[src/rtl/fp_pe_pkg.sv]
// Shared floating-point PE constants: operand width, adder latency, zero word.
package fp_pe_pkg;

  localparam int FP_W      = 32;
  localparam int FPADD_LAT = 10;
  localparam logic [FP_W-1:0] FP_ZERO = 32'h0000_0000;

endpackage

[src/rtl/fpadd_reduce_seq_pkg.sv]
// Local types and helpers for the FP32 reduction sequencer.
package fpadd_reduce_seq_pkg;

  import fp_pe_pkg::*;

  // Outcome of one enabled cycle's candidate selection.
  typedef enum logic [1:0] {
    ISSUE_NONE  = 2'd0,  // nothing new (spare, if any, just sits)
    ISSUE_SPARE = 2'd1,  // a lone candidate is parked in the spare register
    ISSUE_PAIR  = 2'd2   // two candidates are sent to the adder
  } issue_e;

  // Width of a counter able to hold 0..lat+1.
  function automatic int inflight_w(input int lat);
    return $clog2(lat + 2);
  endfunction

endpackage

[src/rtl/fpadd_reduce_seq_if.sv]
// Product stream, adder issue/return and result signals of the reduction sequencer.
interface fpadd_reduce_seq_if #(
  parameter int FP_W = fp_pe_pkg::FP_W
);

  logic            in_valid;
  logic [FP_W-1:0] in_data;
  logic            in_last;
  logic            in_ready;
  logic [FP_W-1:0] add_dataa;
  logic [FP_W-1:0] add_datab;
  logic            add_start;
  logic [FP_W-1:0] add_result;
  logic            add_done;
  logic            out_valid;
  logic [FP_W-1:0] out_data;
  logic            busy;

  // Environment side: supplies products and the adder return path.
  modport master (
    output in_valid, in_data, in_last, add_result, add_done,
    input  in_ready, add_dataa, add_datab, add_start, out_valid, out_data, busy
  );

  // Sequencer side.
  modport slave (
    input  in_valid, in_data, in_last, add_result, add_done,
    output in_ready, add_dataa, add_datab, add_start, out_valid, out_data, busy
  );

endinterface

[src/rtl/fpadd_reduce_seq.sv]
// Streaming FP32 reduction sequencer: pairs products and returned partial sums
// onto an external fixed-latency adder until one value remains, then emits it.
module fpadd_reduce_seq #(
  parameter int ADD_LAT = fp_pe_pkg::FPADD_LAT,
  parameter int FP_W    = fp_pe_pkg::FP_W
) (
  input  logic                     clk,
  input  logic                     reset,
  input  logic                     clk_en,
  fpadd_reduce_seq_if.slave        bus
);

  import fpadd_reduce_seq_pkg::*;

  localparam int CNT_W = inflight_w(ADD_LAT);
  localparam logic [CNT_W-1:0] CNT_MAX = CNT_W'(ADD_LAT);

  logic [FP_W-1:0]  spare_q;
  logic             spare_v_q;
  logic [CNT_W-1:0] inflight_q;
  logic             draining_q;
  logic [FP_W-1:0]  dataa_q;
  logic [FP_W-1:0]  datab_q;
  logic             add_start_q;
  logic             out_valid_q;
  logic [FP_W-1:0]  out_data_q;

  logic             in_ready;
  logic             accept;
  logic             complete;
  issue_e           issue_d;
  logic [FP_W-1:0]  first_d;
  logic [FP_W-1:0]  second_d;
  logic             spare_used_d;

  // A returned sum plus a waiting spare already fill the pair, so input backs off.
  assign in_ready = clk_en && !reset && !draining_q && !(spare_v_q && bus.add_done);
  assign accept   = bus.in_valid && in_ready;
  // One value left, nothing in the adder and nothing returning: stream is reduced.
  assign complete = draining_q && (inflight_q == '0) && !bus.add_done && spare_v_q;

  // Candidate select in priority order: adder result, accepted input, spare.
  always_comb begin
    issue_d      = ISSUE_NONE;
    first_d      = bus.add_result;
    second_d     = spare_q;
    spare_used_d = 1'b0;
    if (bus.add_done) begin
      first_d = bus.add_result;
      if (accept) begin
        second_d = bus.in_data;
        issue_d  = ISSUE_PAIR;
      end else if (spare_v_q) begin
        second_d     = spare_q;
        spare_used_d = 1'b1;
        issue_d      = ISSUE_PAIR;
      end else begin
        issue_d = ISSUE_SPARE;
      end
    end else if (accept) begin
      first_d = bus.in_data;
      if (spare_v_q) begin
        second_d     = spare_q;
        spare_used_d = 1'b1;
        issue_d      = ISSUE_PAIR;
      end else begin
        issue_d = ISSUE_SPARE;
      end
    end
  end

  // Pairing, spare, in-flight count, drain flag and result registers.
  always_ff @(posedge clk or posedge reset) begin
    if (reset) begin
      spare_q     <= fp_pe_pkg::FP_ZERO;
      spare_v_q   <= 1'b0;
      inflight_q  <= '0;
      draining_q  <= 1'b0;
      dataa_q     <= fp_pe_pkg::FP_ZERO;
      datab_q     <= fp_pe_pkg::FP_ZERO;
      add_start_q <= 1'b0;
      out_valid_q <= 1'b0;
      out_data_q  <= fp_pe_pkg::FP_ZERO;
    end else if (clk_en) begin
      add_start_q <= (issue_d == ISSUE_PAIR);
      out_valid_q <= 1'b0;

      if (issue_d == ISSUE_PAIR) begin
        dataa_q <= first_d;
        datab_q <= second_d;
      end

      if (issue_d == ISSUE_SPARE) begin
        spare_q   <= first_d;
        spare_v_q <= 1'b1;
      end else if (spare_used_d) begin
        spare_v_q <= 1'b0;
      end

      // Issue and return in the same cycle cancel out.
      if ((issue_d == ISSUE_PAIR) && !bus.add_done) begin
        inflight_q <= inflight_q + 1'b1;
      end else if ((issue_d != ISSUE_PAIR) && bus.add_done) begin
        inflight_q <= inflight_q - 1'b1;
      end

      if (accept && bus.in_last) begin
        draining_q <= 1'b1;
      end

      if (complete) begin
        out_valid_q <= 1'b1;
        out_data_q  <= spare_q;
        spare_v_q   <= 1'b0;
        draining_q  <= 1'b0;
      end
    end
  end

  assign bus.in_ready  = in_ready;
  assign bus.add_dataa = dataa_q;
  assign bus.add_datab = datab_q;
  assign bus.add_start = add_start_q;
  assign bus.out_valid = out_valid_q;
  assign bus.out_data  = out_data_q;
  assign bus.busy      = draining_q || spare_v_q || (inflight_q != '0);

  a_inflight_max: assert property (@(posedge clk) disable iff (reset)
    inflight_q <= CNT_MAX);

  a_done_protocol: assert property (@(posedge clk) disable iff (reset)
    (clk_en && bus.add_done) |-> (inflight_q != '0));

endmodule

[src/flat_wrapper.sv]
// flat-port wrapper written by rule: the top's interface ports become plain ports
module fpadd_reduce_seq_flat import fpadd_reduce_seq_pkg::*;
#(
  parameter int ADD_LAT = fp_pe_pkg::FPADD_LAT,
  parameter int FP_W    = fp_pe_pkg::FP_W
)
  (clk, reset, clk_en, bus_in_valid, bus_in_data, bus_in_last, bus_add_result, bus_add_done, bus_in_ready, bus_add_dataa, bus_add_datab, bus_add_start, bus_out_valid, bus_out_data, bus_busy);
  fpadd_reduce_seq_if #(.FP_W(FP_W)) bus_i ();
  input  logic clk;
  input  logic reset;
  input  logic clk_en;
  input wire logic [$bits(bus_i.in_valid)-1:0] bus_in_valid;
  input wire logic [$bits(bus_i.in_data)-1:0] bus_in_data;
  input wire logic [$bits(bus_i.in_last)-1:0] bus_in_last;
  input wire logic [$bits(bus_i.add_result)-1:0] bus_add_result;
  input wire logic [$bits(bus_i.add_done)-1:0] bus_add_done;
  output wire logic [$bits(bus_i.in_ready)-1:0] bus_in_ready;
  output wire logic [$bits(bus_i.add_dataa)-1:0] bus_add_dataa;
  output wire logic [$bits(bus_i.add_datab)-1:0] bus_add_datab;
  output wire logic [$bits(bus_i.add_start)-1:0] bus_add_start;
  output wire logic [$bits(bus_i.out_valid)-1:0] bus_out_valid;
  output wire logic [$bits(bus_i.out_data)-1:0] bus_out_data;
  output wire logic [$bits(bus_i.busy)-1:0] bus_busy;
  assign bus_i.in_valid = bus_in_valid;
  assign bus_i.in_data = bus_in_data;
  assign bus_i.in_last = bus_in_last;
  assign bus_i.add_result = bus_add_result;
  assign bus_i.add_done = bus_add_done;
  assign bus_in_ready = bus_i.in_ready;
  assign bus_add_dataa = bus_i.add_dataa;
  assign bus_add_datab = bus_i.add_datab;
  assign bus_add_start = bus_i.add_start;
  assign bus_out_valid = bus_i.out_valid;
  assign bus_out_data = bus_i.out_data;
  assign bus_busy = bus_i.busy;
  fpadd_reduce_seq #(.ADD_LAT(ADD_LAT), .FP_W(FP_W)) u_core (.clk(clk), .reset(reset), .clk_en(clk_en), .bus(bus_i));
endmodule
[config.mk]
export PLATFORM = sky130hd
export DESIGN_NAME = fpadd_reduce_seq_flat
export DESIGN_NICKNAME = d
export VERILOG_FILES = /design/src/rtl/fp_pe_pkg.sv /design/src/rtl/fpadd_reduce_seq_pkg.sv /design/src/rtl/fpadd_reduce_seq_if.sv /design/src/rtl/fpadd_reduce_seq.sv /design/src/flat_wrapper.sv
export SDC_FILE = /design/constraint.sdc
export NUM_CORES = 1
export LEC_CHECK = 0
export CAP_MARGIN = 20
export CELL_PAD_IN_SITES_DETAIL_PLACEMENT = 1
export CELL_PAD_IN_SITES_GLOBAL_PLACEMENT = 2
export CORE_UTILIZATION = 32
export DETAILED_ROUTE_END_ITERATION = 10
export GPL_ROUTABILITY_DRIVEN = 0
export PLACE_DENSITY = 0.89
export REMOVE_ABC_BUFFERS = 1
export SLEW_MARGIN = 20
export SYNTH_ARGS = -nofsm -noshare
export SYNTH_HDL_FRONTEND = slang
export SYNTH_SLANG_ARGS = --single-unit
[constraint.sdc]
create_clock -name clk -period 5 [get_ports clk]
set_input_delay 0.75 -clock clk [delete_from_list [all_inputs] [get_ports clk]]
set_output_delay 0.75 -clock clk [all_outputs]
set_load 0.1 [all_outputs]
== Word-level counts from Yosys, hierarchy flattened ==
Index checks and enable logic that the tools add are counted.

* Register bits: 136
* Bits of input ports: 70
* Output and inout bits: 100
* Logic and storage cells: 62

* Add/subtract/negate cells: 2
* Equality and inequality tests: 3
* Mux-type cells: 20
* Reductions and logical operators: 28

{| class="wikitable"
|+ Operators by type and width
! operator !! count
|-
| 2-to-1 mux 32 bit || 4
|-
| AND reduction 2 bit || 6
|-
| logical AND 1 bit || 11
|-
| 2-to-1 mux 1 bit || 10
|-
| 2-to-1 mux 2 bit || 4
|-
| 2-to-1 mux 4 bit || 2
|-
| adder 4 x 1 -> 4 bit, second input constant || 1
|-
| zero test 1 bit || 4
|-
| zero test 4 bit || 1
|-
| nonzero test 2 bit || 2
|-
| nonzero test 4 bit || 1
|-
| subtractor 4 x 1 -> 4 bit, second input constant || 1
|-
| nonzero test 3 bit || 1
|-
| == test 2 x 1 -> 1 bit, second input constant || 1
|-
| == test 2 bit, second input constant || 1
|-
| logical OR 1 bit || 2
|-
| != test 2 bit, second input constant || 1
|}

== Longest topological paths before layout ==
Gate-level depths: netlist of the first run.

* Word-level depth: 11
* Gate-level depth with buffers: 11
* Depth with buffers taken out: 10

== Worst setup path after synthesis of the first run ==
No wires, ideal clock.

* Path kind: input to register
* Start point: in bus_in_valid
* End point: reg u_core.inflight_q[3]
* Library setup time: 136 ps
* Arrival time: 2709 ps
* Required time: 4864 ps
* Setup slack: 2154 ps
* Stages: 9
* Buffers on the path: 0
* Cells stage by stage: nor3b_4 -> and2_1 -> maj3_1 -> ha_1 -> inv_1 -> ha_1 -> a21o_1 -> a2111oi_0 -> o31ai_1

* Cells in the longest elaborated chain, start to end: 7
* Elaborated cells on any way between the ends: 11
* Classes of those cells: eq/ne: 2; mux: 4; reduce/logical: 5

{| class="wikitable"
|+ Ends and longest elaborated chain
! element !! line !! text
|-
| from (decl) || flat_wrapper.sv:12 || <nowiki>input wire logic [$bits(bus_i.in_valid)-1:0] bus_in_valid;</nowiki>
|-
| logical AND 1 bit (*) || fpadd_reduce_seq.sv:38 || <nowiki>assign accept = bus.in_valid && in_ready;</nowiki>
|-
| 2-to-1 mux 2 bit (on tied branches) || fpadd_reduce_seq.sv:60, fpadd_reduce_seq.sv:50 ||
|-
| 2-to-1 mux 2 bit (*) || fpadd_reduce_seq.sv:48 || <nowiki>if (bus.add_done) begin</nowiki>
|-
| != test 2 bit / == test 2 bit (equally long branches) || fpadd_reduce_seq.sv:103, fpadd_reduce_seq.sv:101 ||
|-
| logical AND 1 bit (on tied branches) || fpadd_reduce_seq.sv:103, fpadd_reduce_seq.sv:101 ||
|-
| nonzero test 2 bit (no line) || -- ||
|-
| AND reduction 2 bit (no line) || -- ||
|-
| to (signal assigned) || fpadd_reduce_seq.sv:102 || <nowiki>inflight_q <= inflight_q + 1'b1;</nowiki>
|-
| to (signal assigned) || fpadd_reduce_seq.sv:104 || <nowiki>inflight_q <= inflight_q - 1'b1;</nowiki>
|-
| to (decl) || fpadd_reduce_seq.sv:20 || <nowiki>logic [CNT_W-1:0] inflight_q;</nowiki>
|}

Mark *: on every way between the ends. The rest lies on a longest branch, timed or not.
A chain may end at the register's enable or synchronous reset.

== Worst setup path in the final report of the first run ==
* Start point: in bus_add_done
* End point: out bus_in_ready

* Cells in the longest elaborated chain, start to end: 3

{| class="wikitable"
|+ Ends and longest elaborated chain
! element !! line !! text
|-
| from (decl) || flat_wrapper.sv:16 || <nowiki>input wire logic [$bits(bus_i.add_done)-1:0] bus_add_done;</nowiki>
|-
| logical AND 1 bit || fpadd_reduce_seq.sv:37 || <nowiki>assign in_ready = clk_en && !reset && !draining_q && !(spare_v_q && bus.add_done);</nowiki>
|-
| zero test 1 bit || fpadd_reduce_seq.sv:37 ||
|-
| logical AND 1 bit || fpadd_reduce_seq.sv:37 ||
|-
| to (decl) || flat_wrapper.sv:17 || <nowiki>output wire logic [$bits(bus_i.in_ready)-1:0] bus_in_ready;</nowiki>
|}

Every way passes these cells.

==> impl_results.md, run 1 <==
- H-tree depth: 4
- Final hold viol count: 0
- Hold WS: 501 ps
- Final period utilization: 70.7%
- Fmax: roughly 0.28 GHz
- FF+latch count, synth: 136
- Cells after synthesis: 405
- Largest fanout on the critical path: 9
- Routing usage on met2: between 20% and 30%
- # IOs: 170
- Die X: 139 um
- Avg Synthesized Cell Area: 14.9 um2
- CTS tree: done
- Vias in the first global route: roughly 4.5k
- Startpoint types: input pin
- Post-layout min period: 3530 ps
- Post-synth EDFFs: 0
- Yosys warns: 0
- Arr. time, crit path: 2780 ps
- Initial Utilization: roughly a third
- Clk Latency, worst-skew pair: 420 ps
- Placed wire-length estimate: 10400 um
- GR Util met3: 5.82%
- First-pass GRT wire length: 24800 um
- Ys async rst share: 100%
- Share of layout cells above drive strength 1: between 30% and 40%
- WP data required: around 4300 ps
- Final antenna-violating net count: 0
- Reg clk slew, reported paths: roughly 60 ps
- Max Slew Vio Count: 0
- Num CTS Buffers: 17
- I/O Buffers: between 150 and 200
- Die area: around 19000 um2
- Clk root buf: clkbuf_16
- Drt pass-1 iters: 6
- Largest net degree at the start of global routing: 111
- Area added between synthesis and finish: 42.5%
- Remaining Overflow, GRT: 0
- Setup Viol. Count Final: 0
- Worst slew margin: 31.1%
- CTS Buffer Depth: 2
- Via count: 3942
- Per-cell routed wire length: 18.3 um
- Ant diodes: 0
- Area contributors post-synth: dfrtp_1 (56%), mux2_2 (31%), mux2_1 (5.2%)
- Die Height: between 100 and 150 um
- Commonest non-fill, non-tap cells in the layout: clkdlybuf4s50_1 (169), mux2_2 (165), dfrtp_1 (136), mux2_1 (28), clkbuf_16 (17)
- Clock Skew: 7.35 ps
- # DRC: 0
- CTS resizes: 0
- Standard-cell rows: 49
- Synth area leader: dfrtp_1
- Mapped Area: 6050 um2
- Vias per inst: 4.82
- Iter 0 DRT Violations: between 80 and 90
- Grt peak-use layer: met2
- R2R setup slack: 2200 ps
- Setup CP Type: input pin to output port
- Commonest non-fill, non-tap cell in the layout: clkdlybuf4s50_1
- Nets: between 600 and 700
- Unrepaired setup endpoints after global routing: false
- Setup TNS: 0 ps
- Number of antenna violations at the first check in global routing: 0
- Clock sink total: about 140
- Sequential area share after synthesis: 56.3%
- Core area: 18300 um2
- Top FF cell, synth: dfrtp_1
- Worst slew pin tran: roughly 1000 ps
- Hold_buf cts: 0
- GRT met1 Usage: between 10% and 20%
- Synth top area share: between 50% and 60%
- Total of max-cap violations: 0
- Nature of the critical path endpoint: output port
- Status: complete, no violations
- Total Wirelength: 15000 um
- Post-synth cell types: 31
- Hold/Removal Path Class: register to register
- GR Util All Layers: between 15 and 20%
- Setup Buffers After CTS: 0
-- flip-flops by register name, indices dropped and copies added (netlist names) --
name / count
u_core.bus.add_dataa: 32
u_core.spare_v_q: 1
u_core.bus.add_start: 1
u_core.spare_q: 32
u_core.inflight_q: 4
u_core.bus.out_data: 32
u_core.bus.add_datab: 32
u_core.bus.out_valid: 1
u_core.draining_q: 1
-- logic make-up after synthesis --
| family | Yosys count | synth area share (%) |
|---|---|---|
| multiplexers | 195 | 36.3 |
| flip-flops | 136 | 56.3 |
| buffers and inverters | 30 | 2.21 |
| AND/OR/NAND/NOR | 24 | 2.38 |
| AO/OA/AOI/OAI | 11 | 1.14 |
| adder cells (fa/ha/maj) | 6 | 1.28 |
| XOR/XNOR | 3 | 0.435 |
-- routing by layer --
layer,vias to the layer above,part of all wire [%]
met4,0,1.0
met2,117,50
met3,13,6.7
li1,1798,-
met1,2014,43
met5,-,0
-- cells in the mapped netlist (all sizes together), types with 2 or more instances --
library cell  count
nand2             7
mux2            193
nand2b            2
o21ai             4
xnor2             3
nor2              3
a21oi             2
clkbuf            7
ha                3
buf              17
dfrtp           136
inv               6
nor3              3
maj3              2
mux2i             2
nor3b             2
-- critical path, cell delays in order --
cell and delay (ps):
clkdlybuf4s50_1 580, nand2_1 160, and3_1 170, clkdlybuf4s50_1 1120
-- cell type report --
cell class,count,area (um2)
inverter,6,30.0
timing repair buffer,177,1760
clock buffer,21,470
sequential,136,3400
clock inverter,10,143
multi-input combinational,239,2520
tap,229,287
fill,1855,9650
-- metrics by stage --
step	instances	utilization (%)	worst slack, ps	cell area, um2
floorplan	381	-	611	5940
global placement	787	43.8	1440	8000
detailed placement	787	43.8	1350	8000
CTS	818	47.2	1460	8620
global route	818	47.2	1390	8620
finish	818	47.2	1470	8620
-- final timing paths --
kind	start	cells after the start	to
min in group asynchronous	reset	2	u_core.bus.out_valid
max in group asynchronous	reset	3	u_core.bus.out_data[30]
min	u_core.bus.out_data[21]	1	u_core.bus.out_data[21]
min reg2reg	u_core.bus.out_data[21]	1	u_core.bus.out_data[21]
max	bus_add_done	4	bus_in_ready
max reg2reg	u_core.draining_q	9	u_core.inflight_q[3]
Power of run 1 is left out: the tool's default activity adds up to more than one toggle a clock period on the data nets, which glitch-free logic cannot reach.
==> inputs of run 2 (changes only) <==
==> constraint.sdc (replaced) <==
create_clock -name clk -period 3.45 [get_ports clk]
set_input_delay 0.5175 -clock clk [delete_from_list [all_inputs] [get_ports clk]]
set_output_delay 0.5175 -clock clk [all_outputs]
set_load 0.1 [all_outputs]
==> impl_results.md, run 2 (synthesized netlist as in run 1, its figures left out) <==
- Drt pass-1 iters: 4 (-2)
- Clock Skew: 9.30 ps (+1.95 ps)
- Arr. time, crit path: 3300 ps (+520 ps)
- Largest net degree at the start of global routing: 66 (-41%)
- Post-layout min period: about 3000 ps
- Setup TNS: 0 ps (unchanged)
- Largest fanout on the critical path: 7 (-2)
- Placed wire-length estimate: 10300 um (-1.5%)
- Hold/Removal Path Class: register to register
- Unrepaired setup endpoints after global routing: false
- Top cell by count, worst path: ha_1
- Iter 0 DRT Violations: 107 (+20%)
- Slowest cell on the critical path: clkdlybuf4s50_1
- WP data required: 3720 ps (-530 ps)
- Die area: 19500 um2 (unchanged)
- # DRC: 0 (unchanged)
- Per-cell routed wire length: 18.6 um (+1.3%)
- CP peak stage delay: 470 ps (-650 ps)
- Worst hold start: u_core.bus.out_data[28]
- Vias in the first global route: 4605 (+1.4%)
- Final period utilization: roughly 90%
- Remaining Overflow, GRT: 0 (unchanged)
- Max Slew Vio Count: 0 (unchanged)
- Hold_buf cts: 0 (unchanged)
- Critical path buffers and inverters: 2 (unchanged)
- Hold EP: u_core.bus.out_data[28]
- Nature of the critical path endpoint: register
- Worst slew margin: 31.8% (+0.72 points)
- Total Wirelength: 15300 um (+1.7%)
- Clock sink total: 136 (unchanged)
- Core area: 18300 um2 (unchanged)
- Startpoint types: input pin
- CTS tree: done
- Final antenna-violating net count: 0 (unchanged)
- CTS resizes: 0 (unchanged)
- R2r worst-path depth: 9 (unchanged)
- Worst slew pin tran: 1020 ps (-10.8 ps)
- Status: complete, no violations
- Area added between synthesis and finish: 43.9%
- GR Util All Layers: 16.8% (+0.30 points)
- R2R setup slack: 510 ps (-1690 ps)
- Die X: 139 um (unchanged)
- Critical Path Stages: 10 (+6)
- Clk Latency, worst-skew pair: 400 ps (-20 ps)
- Setup CP Type: input pin to register
- Initial Utilization: 33.1% (unchanged)
- Via count: 3927 (-0.38%)
- Commonest non-fill, non-tap cells in the layout: clkdlybuf4s50_1 (167), mux2_2 (165), dfrtp_1 (136), mux2_1 (28), clkbuf_16 (17)
- First-pass GRT wire length: 25300 um (+2.1%)
- Total of max-cap violations: 0 (unchanged)
- Setup Viol. Count Final: 0 (unchanged)
- Vias per inst: 4.78 (-0.74%)
- Die Height: 139 um (unchanged)
- Num CTS Buffers: 17 (unchanged)
- Startpoint of the worst-slack reg-to-reg timing path: u_core.draining_q
- Critical path, cell by cell: clkdlybuf4s50_1 > nor3b_4 > and2_1 > maj3_1 > ha_1 > inv_1 > ha_1 > a21o_1 > a2111oi_0 > o31ai_1
- Reg clk slew, reported paths: 60 ps (about the same)
- Clk root buf: clkbuf_16
- Ant diodes: 0 (unchanged)
- Fmax: 0.331 GHz
- Commonest non-fill, non-tap cell in the layout: clkdlybuf4s50_1
- Final hold viol count: 0 (unchanged)
- H-tree depth: 4 (unchanged)
- Kind of cell adding the most delay to the critical path: compound AO/OA/AOI/OAI gates
- Standard-cell rows: 49 (unchanged)
- Hold Path Depth: 1 (unchanged)
- Nets: 653 (+0.31%)
- CTS Buffer Depth: 2 (unchanged)
- Setup Buffers After CTS: 0 (unchanged)
- Share of layout cells above drive strength 1: 35.8% (+0.50 points)
- R2R Path End: u_core.inflight_q[3]
- # IOs: 170 (unchanged)
- Number of antenna violations at the first check in global routing: 0 (unchanged)
- I/O Buffers: 169 (unchanged)
## run 2: changes by cell type in the layout (fill, tap and decap cells not counted)
cell	before	now
clkinv_4	0	1
buf_12	1	3
inv_8	1	0
buf_4	7	9
clkinvlp_4	4	1
clkbuf_1	1	2
inv_6	2	3
clkdlybuf4s50_1	169	167
bufinv_16	3	5
## run 2: worst max path at each step
| stage | start | to | slack [ps] |
|---|---|---|---|
| after CTS | reset | u_core.inflight_q[3] | 510 |
| after floorplan | reset | u_core.bus.add_dataa[0] | -710 |
| final | reset | u_core.inflight_q[3] | 430 |
| after detailed placement | reset | u_core.inflight_q[3] | 90 |
| after global routing | reset | u_core.inflight_q[3] | 320 |
| after global placement | reset | u_core.inflight_q[3] | 220 |
## run 2: metal layers
metal / wire, um / track usage (%) / up-vias
met3: 840 / 4.54 / 11
met4: 157 / 5.15 / 0
met5: 0 / 0 / -
met1: 6730 / 21.0 / 2011
met2: 7530 / 28.1 / 108
li1: - / - / 1797
## run 2: worst reg2reg max path, cell delays in order, from the launching register on
cell and delay, ps:
dfrtp_1 470, nor3b_4 400, and2_1 260, maj3_1 200
ha_1 230, inv_1 150, ha_1 330, a21o_1 210
a2111oi_0 420, o31ai_1 140
## run 2: through the flow
step | hold slack [ps] | utilization (%) | area [um2] | worst slack, ps | cells
6_report | 503 | 47.6 | 8700 | 428 | 821
5_1_grt | 524 | 47.6 | 8700 | 315 | 821
4_1_cts | 506 | 47.6 | 8700 | 509 | 821
3_5_place_dp | 493 | 44.0 | 8040 | 87.6 | 789
3_3_place_gp | 484 | 44.0 | 8040 | 221 | 789
2_1_floorplan | 471 | - | 5940 | -707 | 381
## run 2: layout make-up
type,count,area (um2)
repair buffers,179,1800
clock inverters,10,189
fillers,1810,9570
multi-input cells,239,2520
clock buffers,22,474
inverters,6,27.5
well taps,229,287
flip-flops and latches,136,3400
Power of run 2 is left out for the same reason.
==> inputs of run 3 (changes only) <==
--- a/config.mk
+++ b/config.mk
@@ -9,8 +9,10 @@
 export CELL_PAD_IN_SITES_DETAIL_PLACEMENT = 1
 export CELL_PAD_IN_SITES_GLOBAL_PLACEMENT = 2
 export CORE_UTILIZATION = 32
+export CTS_CLUSTER_SIZE = 20
 export DETAILED_ROUTE_END_ITERATION = 10
 export GPL_ROUTABILITY_DRIVEN = 0
+export GPL_TIMING_DRIVEN = 0
 export PLACE_DENSITY = 0.89
 export REMOVE_ABC_BUFFERS = 1
 export SLEW_MARGIN = 20
==> impl_results.md, run 3 (synthesized netlist as in run 1, its figures left out) <==
- R2r worst-path depth: 10 (+1)
- # IOs: 170 (unchanged)
- Iter 0 DRT Violations: 104 (-2.8%)
- Hold/Removal Path Class: register to register
- Via count: 4058 (+3.3%)
- Per-cell routed wire length: 18.7 um (+0.46%)
- Core area: 18300 um2 (unchanged)
- CP peak stage delay: 580 ps (+110 ps)
- Status: complete, no violations
- Worst hold start: u_core.bus.add_datab[5]
- Commonest non-fill, non-tap cell in the layout: clkdlybuf4s50_1
- Setup Viol. Count Final: 0 (unchanged)
- Total Wirelength: 15400 um (+0.71%)
- Number of antenna violations at the first check in global routing: 0 (unchanged)
- Unrepaired setup endpoints after global routing: false
- Final Util: 47.9% (+0.25 points)
- GR Util All Layers: 16.9% (+0.087 points)
- First-pass GRT wire length: 25100 um (-0.77%)
- CTS Buffer Depth: 2 (unchanged)
- Reg clk slew, reported paths: 60 ps (about the same)
- Drt pass-1 iters: 6 (+2)
- Clk root buf: clkbuf_16
- Total of max-cap violations: 0 (unchanged)
- Clock Skew: 8.31 ps (-0.991 ps)
- Share of layout cells above drive strength 1: 35.4% (-0.46 points)
- Clk Latency, worst-skew pair: 410 ps (about the same)
- Vias in the first global route: 4524 (-1.8%)
- Vias per inst: 4.93 (+3.1%)
- Final hold viol count: 0 (unchanged)
- WP data required: 3730 ps (about the same)
- Post-layout min period: 3140 ps (+118 ps)
- I/O Buffers: 169 (unchanged)
- Initial Utilization: 33.1% (unchanged)
- Register area: 3400 um2 (unchanged)
- Die Height: 139 um (unchanged)
- # DRC: 0 (unchanged)
- H-tree depth: 4 (unchanged)
- Area added between synthesis and finish: 44.6%
- Largest net degree at the start of global routing: 71 (+7.6%)
- Ant diodes: 0 (unchanged)
- R2R Path End: u_core.inflight_q[3]
- Setup CP Type: input pin to register
- CTS resizes: 0 (unchanged)
- Die area: 19500 um2 (unchanged)
- Fill count: 1821 (+0.61%)
- CTS tree: done
- Num CTS Buffers: 17 (unchanged)
- Final period utilization: 91.0% (+3.4 points)
- Nets: 655 (+0.31%)
- Startpoint of the worst-slack reg-to-reg timing path: u_core.draining_q
- Commonest non-fill, non-tap cells in the layout: clkdlybuf4s50_1 (169), mux2_2 (165), dfrtp_1 (136), mux2_1 (28), clkbuf_16 (17)
- Largest fanout on the critical path: 7 (unchanged)
- Hold_buf cts: 0 (unchanged)
- Multi-input logic area: 2530 um2 (+0.20%)
- Clock sink total: 136 (unchanged)
- Final antenna-violating net count: 0 (unchanged)
- Critical path, cell by cell: clkdlybuf4s50_1 > nor3b_4 > and2_1 > maj3_1 > ha_1 > inv_1 > ha_1 > a21o_1 > a21oi_1 > mux2i_1 > o31ai_1
- Die X: 139 um (unchanged)
- Worst slew pin tran: 1010 ps (-5.04 ps)
- Hold Path Depth: 1 (unchanged)
- Placed wire-length estimate: 11100 um (+8.5%)
- Slowest cell on the critical path: clkdlybuf4s50_1
- Arr. time, crit path: 3420 ps (+120 ps)
- Worst slew margin: 32.2% (+0.34 points)
- Hold EP: u_core.bus.add_datab[5]
- Standard-cell rows: 49 (unchanged)
- R2R setup slack: 570 ps (+60 ps)
- Nature of the critical path endpoint: register
- Top cell by count, worst path: ha_1
- Max Slew Vio Count: 0 (unchanged)
- Setup Buffers After CTS: 0 (unchanged)
- Fmax: 0.319 GHz (-3.7%)
- Startpoint types: input pin
- Remaining Overflow, GRT: 0 (unchanged)
==> run 3: how the worst max path moves through the flow <==
stage / from / endpoint / cells past startpoint
floorplan: reset / u_core.bus.add_dataa[0] / 1
global route: reset / u_core.inflight_q[3] / 10
finish: reset / u_core.inflight_q[3] / 11
global placement: reset / u_core.bus.add_datab[11] / 2
detailed placement: reset / u_core.inflight_q[3] / 10
CTS: reset / u_core.inflight_q[3] / 11
==> run 3: per-layer routing <==
| layer | track usage (%) | vias up | wire [um] |
|---|---|---|---|
| met5 | 0 | - | 0 |
| li1 | - | 1812 | - |
| met1 | 20.3 | 2100 | 6480 |
| met4 | 6.78 | 0 | 303 |
| met2 | 28.6 | 122 | 7750 |
| met3 | 4.51 | 24 | 835 |
==> run 3: cell type report <==
type                            instances  share of cell area (%)
Tap cell                              229                    3.28
Sequential cell                       136                    38.9
Multi-Input combinational cell        239                    28.9
Clock inverter                          6                    1.27
Inverter                                6                   0.343
Clock buffer                           26                    5.82
Timing Repair Buffer                  181                    21.5
==> run 3: worst max-delay path, delay by kind of cell <==
kind                     cells  cell delay (ps)
AO/OA/AOI/OAI                3              560
adder cells (fa/ha/maj)      3              710
buffers and inverters        2              720
multiplexers                 1              250
AND/OR/NAND/NOR              2              670
==> run 3: per-stage QoR <==
stage / instances / hold WS (ps) / setup slack, ps / area [um2] / TNS, ps
2_1_floorplan: 381 / 471 / -707 / 5940 / -96150
3_3_place_gp: 779 / 486 / -2660 / 7910 / -496310
3_5_place_dp: 791 / 494 / -93.8 / 8130 / -93.8
4_1_cts: 823 / 506 / 292 / 8750 / 0
5_1_grt: 823 / 523 / 94.6 / 8750 / 0
6_report: 823 / 504 / 311 / 8750 / 0
Power of run 3 is left out for the same reason.
